File: src/rtl/chan_sel_mux_reg.sv
// chan_sel_mux_reg: registered N-input channel selector.
// A select index is accepted under a valid/ready handshake. The chosen channel is
// captured into an output register and held until the consumer takes it.
// Optional feature macro: CHAN_SEL_AUTOSCAN_EN adds a scan_en input. When scan_en is
// high, an internal round-robin counter drives the select instead of sel/sel_valid.
module chan_sel_mux_reg #(
    parameter int unsigned NCH = 16,
    parameter int unsigned DW  = 2,
    parameter int unsigned SW  = 4
) (
    input  logic              clk,
    input  logic              rst,
    input  logic [NCH*DW-1:0] in_bus,
    input  logic [SW-1:0]     sel,
    input  logic              sel_valid,
    output logic              sel_ready,
`ifdef CHAN_SEL_AUTOSCAN_EN
    input  logic              scan_en,
`endif
    output logic [DW-1:0]     out_data,
    output logic              out_valid,
    input  logic              out_ready,
    output logic              sel_err,
    output logic [SW-1:0]     cur_ch
);

    typedef enum logic [0:0] {StIdle, StHold} state_e;

    state_e          state_q, state_d;
    logic [DW-1:0]   data_q, data_d;
    logic [SW-1:0]   ch_q, ch_d;
    logic            valid_q, valid_d;
    logic            err_q, err_d;

    // Effective select request after the optional scan override.
    logic [SW-1:0]   req_sel;
    logic            req_valid;
    logic            req_ext;
    logic            accept;
    logic            sel_ok;
    logic [DW-1:0]   chan_data;

`ifdef CHAN_SEL_AUTOSCAN_EN
    logic [SW-1:0]   scan_q, scan_d;

    assign req_sel   = scan_en ? scan_q : sel;
    assign req_valid = scan_en | sel_valid;
    assign req_ext   = ~scan_en;

    // Scan counter advances on each accepted transfer while in scan mode, wrapping at NCH-1.
    always_comb begin
        scan_d = scan_q;
        if (accept && scan_en) begin
            if (32'(scan_q) == NCH - 1) begin
                scan_d = '0;
            end else begin
                scan_d = scan_q + SW'(1);
            end
        end
    end

    // Scan counter register; it keeps its value while scan mode is off.
    always_ff @(posedge clk or posedge rst) begin
        if (rst) begin
            scan_q <= '0;
        end else begin
            scan_q <= scan_d;
        end
    end
`else
    assign req_sel   = sel;
    assign req_valid = sel_valid;
    assign req_ext   = 1'b1;
`endif

    // The scan counter never exceeds NCH-1, so an out-of-range request is always external.
    assign sel_ok = (32'(req_sel) < NCH);

    // Channel mux; only consulted when sel_ok, so out-of-range indices just yield zero.
    always_comb begin
        chan_data = '0;
        for (int unsigned k = 0; k < NCH; k++) begin
            if (32'(req_sel) == k) begin
                chan_data = in_bus[k*DW +: DW];
            end
        end
    end

    // Ready is unconditional when idle; while holding, a new select rides on the consumer's take.
    always_comb begin
        sel_ready = 1'b1;
        unique case (state_q)
            StIdle:  sel_ready = 1'b1;
            StHold:  sel_ready = out_ready;
            default: sel_ready = 1'b1;
        endcase
    end

    assign accept = sel_ready & req_valid;

    // Next-state logic: load on a valid accept, flag an invalid accept, drain on consumption.
    always_comb begin
        state_d = state_q;
        data_d  = data_q;
        ch_d    = ch_q;
        valid_d = valid_q;
        err_d   = 1'b0;
        unique case (state_q)
            StIdle: begin
                if (accept) begin
                    if (sel_ok) begin
                        data_d  = chan_data;
                        ch_d    = req_sel;
                        valid_d = 1'b1;
                        state_d = StHold;
                    end else begin
                        err_d   = req_ext;
                    end
                end
            end
            StHold: begin
                if (out_ready) begin
                    if (req_valid && sel_ok) begin
                        data_d  = chan_data;
                        ch_d    = req_sel;
                        valid_d = 1'b1;
                    end else begin
                        err_d   = req_valid & req_ext;
                        valid_d = 1'b0;
                        state_d = StIdle;
                    end
                end
            end
            default: begin
                valid_d = 1'b0;
                state_d = StIdle;
            end
        endcase
    end

    // State and output registers; reset clears everything immediately.
    always_ff @(posedge clk or posedge rst) begin
        if (rst) begin
            state_q <= StIdle;
            data_q  <= '0;
            ch_q    <= '0;
            valid_q <= 1'b0;
            err_q   <= 1'b0;
        end else begin
            state_q <= state_d;
            data_q  <= data_d;
            ch_q    <= ch_d;
            valid_q <= valid_d;
            err_q   <= err_d;
        end
    end

    assign out_data  = data_q;
    assign out_valid = valid_q;
    assign sel_err   = err_q;
    assign cur_ch    = ch_q;

endmodule

File: config.mk
export PLATFORM = sky130hd
export DESIGN_NAME = chan_sel_mux_reg
export DESIGN_NICKNAME = d
export VERILOG_FILES = /design/src/rtl/chan_sel_mux_reg.sv
export SDC_FILE = /design/constraint.sdc
export NUM_CORES = 1
export LEC_CHECK = 0
export CAP_MARGIN = 15
export CORE_AREA = 2 2 52 49
export CTS_CLUSTER_SIZE = 30
export DETAILED_ROUTE_END_ITERATION = 10
export DIE_AREA = 0 0 54 51
export GPL_TIMING_DRIVEN = 0
export MAX_ROUTING_LAYER = met4
export PLACE_DENSITY_LB_ADDON = 0.1
export SYNTH_ARGS = -nofsm -noshare
export SYNTH_HDL_FRONTEND = slang
export SYNTH_SLANG_ARGS = --single-unit
File: constraint.sdc
create_clock -name clk -period 1.51 [get_ports clk]
set_input_delay 0.2265 -clock clk [delete_from_list [all_inputs] [get_ports clk]]
set_output_delay 0.2265 -clock clk [all_outputs]
set_load 0.1 [all_outputs]
==> Yosys cells after proc, flatten, opt, wreduce, memory -nomap -nowiden <==
Cells that the tools add are included.
{ "classes": {"eq_ne": 18, "muxes": 32, "bitwise_logic": 2, "n_reduce_logical": 3} }
{ "op_table": {"columns": ["cell", "count"], "rows": [
  ["2-bit two-way mux", 19],
  ["4-bit == test (second input constant)", 8],
  ["4-bit by 3-bit == test with 1-bit output (second input constant)", 4],
  ["4-bit two-way mux", 3],
  ["4-bit by 2-bit == test with 1-bit output (second input constant)", 2],
  ["4-bit case mux with 2 select lines", 1],
  ["2-bit != test (second input constant)", 3],
  ["1-bit case mux with 2 select lines", 3],
  ["1-bit two-way mux", 5],
  ["4-bit by 1-bit == test with 1-bit output (second input constant)", 1],
  ["4-bit logical NOT", 1],
  ["2-bit case mux with 2 select lines", 1],
  ["3-bit AND reduction", 1],
  ["2-bit AND reduction", 1],
  ["1-bit bitwise AND", 1],
  ["1-bit NOT", 1]
]} }
{ "word_totals": {"ff_bits": 8, "in_bits": 40, "output_inout_bits": 9, "word_cells": 59} }

==> Logic depth before layout (Yosys ltp) <==
Gate-level depths: netlist of run 1.
{ "depth": {"ltp_word": 20, "ltp_mapped": 7, "depth_no_buf": 5} }

==> Worst setup path after synthesis of run 1 <==
Ideal clock, no wire load.
{ "synth_timing": {"path_type": "reg-to-reg", "startpoint": "register state_q", "endpoint": "register data_q[0] (netlist: out_data[0])", "setup_ns": 0.095, "arrival_ns": 2.033, "required_time_ns": 1.415, "path_slack_ns": -0.619, "path_stages_with_launch": 5, "path_buffers": 0, "synth_period_minus_slack_ns": 2.129, "path_cell_list": "dfrtp_1 > nand2b_1 > nand2_1 > a211o_1 > o31ai_1"} }
{ "synth_via": {"elab_chain_cells": 5, "elab_cells_between_ends": 8, "cone_classes": "eq/ne (3); mux (2); bitwise (2); reduce/logical (1)"} }
{ "synth_rtl": {"columns": ["item", "line_no", "text"], "rows": [
  ["start: declaration", "29", "state_e state_q, state_d;"],
  ["start signal: assignment", "144", "state_q <= StIdle;"],
  ["start signal: assignment", "150", "state_q <= state_d;"],
  ["1-bit NOT", "92", "unique case (state_q)"],
  ["1-bit case mux with 2 select lines (*)", "92", null],
  ["via sel_ready", "16", "output logic sel_ready,"],
  ["1-bit bitwise AND (*)", "99", "assign accept = sel_ready & req_valid;"],
  ["2-bit != test (no source line) (*)", null, null],
  ["3-bit AND reduction (no source line) (*)", null, null],
  ["end signal: assignment", "151", "data_q <= data_d;"],
  ["end: declaration", "30", "logic [DW-1:0] data_q, data_d;"]
]} }
Mark *: on every way through the listed nets, which the timed path passes. The rest lies on a longest branch.
A chain may end at the register's enable or synchronous reset.

==> Final worst setup path of run 1 <==
{ "layout_timing": {"startpoint": "input out_ready", "endpoint": "register data_q[0] (netlist: out_data[0])"} }
{ "layout_via": {"elab_chain_cells": 4, "elab_cells_between_ends": 5, "cone_classes": "eq/ne (2); mux (1); bitwise (1); reduce/logical (1)"} }
{ "layout_rtl": {"columns": ["item", "line_no", "text"], "rows": [
  ["start: declaration", "22", "input logic out_ready,"],
  ["1-bit case mux with 2 select lines", "92", null],
  ["1-bit bitwise AND", "99", null],
  ["2-bit != test (no source line)", null, null],
  ["3-bit AND reduction (no source line) (*)", null, null]
]} }
Mark *: on every way between the ends. The rest lies on a longest branch, timed or not.

==> results.cfg, run 1 <==
[die]
die_area_sq_um = 2750
placementRows = 17
placeableCoreArea_sq_um = 2300
fp.dieW_microns = 54
initial_core_util_pct = 32.5
die_h_microns = 51
floorplan.io_pins = 49

[cts]
clockBufferDepth = 2
cts.htree.levels = 1
clkTransAtPathRegs_ns = 0.05
post-cts-setup-buffer-count = 0
clk_root_buffer_cell = sky130_fd_sc_hd__clkbuf_4
cts_tree = done
tritoncts_num_sinks = 8
cts_made_buffers = 3
worstSkewPairLatency_ns = 0.25

[placed_design]
numPortBuffers = 46
place.detailed.hpwl_microns = 1780
placement.setup.worst_slack_ns = -0.709
gpl.final_weighted_congestion = 0.855

[synth]
post-synth-top-area-fraction_pct = 26.8
synth_flop_cell = sky130_fd_sc_hd__dfrtp_1
synth_top_area_cell = sky130_fd_sc_hd__dfrtp_1
synth_most_common_cell = sky130_fd_sc_hd__nand2_1
synth_async_sr_flop_share_pct = 100
ys.warnings.count = 0
syn-instance-count = 88
syn_nets = 128
synthDistinctLibCells = 35
yosys_register_bits = 8
netlist_area_sq_um = 746
post_synth_edffs = 0
yosys-top-cells-count = sky130_fd_sc_hd__nand2_1, sky130_fd_sc_hd__dfrtp_1, sky130_fd_sc_hd__mux2i_1
synth_seq_area_share_pct = 26.8
area_contributors_post_synth = sky130_fd_sc_hd__dfrtp_1, sky130_fd_sc_hd__mux2i_1, sky130_fd_sc_hd__mux2_2
synth.avg_cell_area_sq_um = 8.47

[route]
wl_per_cell_microns = 13.5
ant_nets = 0
via_per_inst = 5.21
total_wirelength_of_the_detailed_routed_design_microns = 2240
detailedRoute.firstPassIterationCount = 4
drt_drc_violations_left = 0
dr_total_vias = 860
drt_iter0_drc = 16

[grt]
antenna_violations_before_repair = 0
grt_pass1_vias = 822
grt_start_max_net_pins = 11
gr-usage-all-layers_pct = 17.9
first_pass_grt_wire_length_microns = 3640
overflow = 0

[timing]
timing.final.max_slew_violations = 0
setup_slack_ns = 0.120
clock-skew-final_ns = 0.00418
relSlewSlack_pct = 63.5
timing_hold_violations_final = 0
grt_setup_unrepaired = false
achievable-frequency_ghz = 0.720
final.min_clock_period_ns = 1.39
setup_violations = 0
finalCritPeriodShare_pct = 92.0
finalSetupTns_ns = 0
worst_slew_pin_slew_ns = 0.550

[pwr]
p_per_area_nw_per_um2 = 746
total_power_uw = 986
ir_drop_mv = 0.678
static-leakage-power_nw = 0.592

[final_layout]
area_delta_synth_final_pct = 77.2
fin_nets = 179
num_antenna_cells = 0
fillCellCount = 230
layout-drive-gt1-share_pct = 20.4

[hold_path]
min-delay-path-class = in -> async

[setup_path]
required_time_of_the_critical_path_ns = 1.66
path_max_fanout = 10
crit_path_max_incr_delay_ns = 0.48
critPathArrivalTime_ns = 1.54
cp-end-kind = flip-flop
criticalPathCategory = in -> reg
crit_path_max_delay_cell_type = sky130_fd_sc_hd__clkdlybuf4s50_1
critical_path.cell_chain = clkdlybuf4s50_1 > nand2b_4 > nand2_2 > a211o_1 > o31ai_1
worst_setup_path_start_kind = primary input

[run_status]
run_status = finished clean

[run]
max_cap_violations = 0
==> final cells by class <==
class	instances	area, sq um	area share (%)
tap	28	35.0	2.65
inverter	4	15.0	1.14
buffer	7	56.3	4.26
multi-input combinational	69	512	38.7
sequential	8	200	15.2
timing repair buffer	46	480	36.4
clock buffer	3	22.5	1.70
==> timing repair <==
item                       CTS  global route
resized for setup           35             9
pin swaps                    1             3
setup endpoints to repair   10             2
hold buffers                 0             0
hold endpoints to repair     0             0
==> metal layers <==
layer / track usage (%) / vias up / share of wire (%)
li1: - / 430 / -
met5: - / - / 0
met2: 28.7 / 27 / 46
met4: 1.25 / 0 / 0
met1: 23.8 / 403 / 48
met3: 4.39 / 0 / 6.3
==> flip-flops by register name (all words and copies together) (netlist names) <==
register and flops:
cur_ch 4, out_data 2, out_valid 1, state_q 1
==> cell families (layout without fill, tap and decap cells) <==
kind of cell / after synthesis / count (layout) / synth area share, %
AOI/OAI and AO/OA: 31 / 31 / 30.5
and+or+nand+nor: 25 / 25 / 15.8
muxes: 12 / 12 / 18.5
buffers and inverters: 11 / 60 / 7.89
DFF: 8 / 8 / 26.8
other: 1 / 1 / 0.503
==> path summary, 6_finish.rpt <==
| kind | end | cells past startpoint | from | slack, ns |
|---|---|---|---|---|
| worst min register to register | cur_ch[0] | 2 | cur_ch[0] | 0.49 |
| worst min-delay path | cur_ch[2] | 2 | rst | 0.22 |
| min in group clk | cur_ch[0] | 3 | sel[0] | 0.36 |
| worst max register to register | out_data[0] | 4 | state_q | 0.23 |
| max in group asynchronous | out_valid | 2 | rst | 1.05 |
| worst max-delay path | out_data[0] | 5 | out_ready | 0.12 |
==> placed cells by master (no fill, tap or decap), types with 2 or more instances in the layout <==
cell type / count
sky130_fd_sc_hd__nand2b_1: 3
sky130_fd_sc_hd__inv_1: 4
sky130_fd_sc_hd__o2bb2ai_1: 2
sky130_fd_sc_hd__dlymetal6s2s_1: 6
sky130_fd_sc_hd__a21oi_1: 6
sky130_fd_sc_hd__nand2_1: 8
sky130_fd_sc_hd__buf_4: 5
sky130_fd_sc_hd__mux2_2: 4
sky130_fd_sc_hd__a31oi_1: 3
sky130_fd_sc_hd__clkbuf_4: 3
sky130_fd_sc_hd__nor3_1: 2
sky130_fd_sc_hd__dfrtp_1: 8
sky130_fd_sc_hd__nor2_1: 5
sky130_fd_sc_hd__a211oi_2: 2
sky130_fd_sc_hd__o21ai_0: 4
sky130_fd_sc_hd__a211oi_1: 2
sky130_fd_sc_hd__clkdlybuf4s50_1: 31
sky130_fd_sc_hd__clkdlybuf4s15_2: 7
sky130_fd_sc_hd__nand3_1: 2
sky130_fd_sc_hd__mux2i_1: 7
sky130_fd_sc_hd__buf_6: 2
==> critical path: cells and delay by family <==
| family | cells | cell delay, ns |
|---|---|---|
| and+or+nand+nor | 2 | 0.29 |
| buffers and inverters | 1 | 0.48 |
| AOI/OAI and AO/OA | 2 | 0.53 |
==> where the power goes <==
part | internal, mW | switching (mW) | leakage, nW
clock network | 0.0906 | 0.0677 | 0.0138
registers | 0.245 | 0.0167 | 0.0938
logic | 0.206 | 0.360 | 0.484
total | 0.542 | 0.444 | 0.592
==> through the flow <==
step / cell area [sq um] / cells / hold WS, ns / util (%)
finish: 1320 / 165 / 0.221 / 57.5
global route: 1320 / 165 / 0.226 / 57.5
detailed placement: 1250 / 162 / 0.479 / 54.4
floorplan: 753 / 88 / 0.0422 / -
global placement: 1250 / 162 / 0.475 / 54.4
CTS: 1300 / 165 / 0.223 / 56.5
(Power assumes the default switching activity.)
==> run 2, diff against run 1 <==
--- a/config.mk
+++ b/config.mk
@@ -5,9 +5,7 @@
 export SDC_FILE = /design/constraint.sdc
 export NUM_CORES = 1
 export LEC_CHECK = 0
-export CAP_MARGIN = 15
 export CORE_AREA = 2 2 52 49
-export CTS_CLUSTER_SIZE = 30
 export DETAILED_ROUTE_END_ITERATION = 10
 export DIE_AREA = 0 0 54 51
 export GPL_TIMING_DRIVEN = 0
==> results of run 2 <==
Final layout, timing and power as in run 1 (identical DEF).
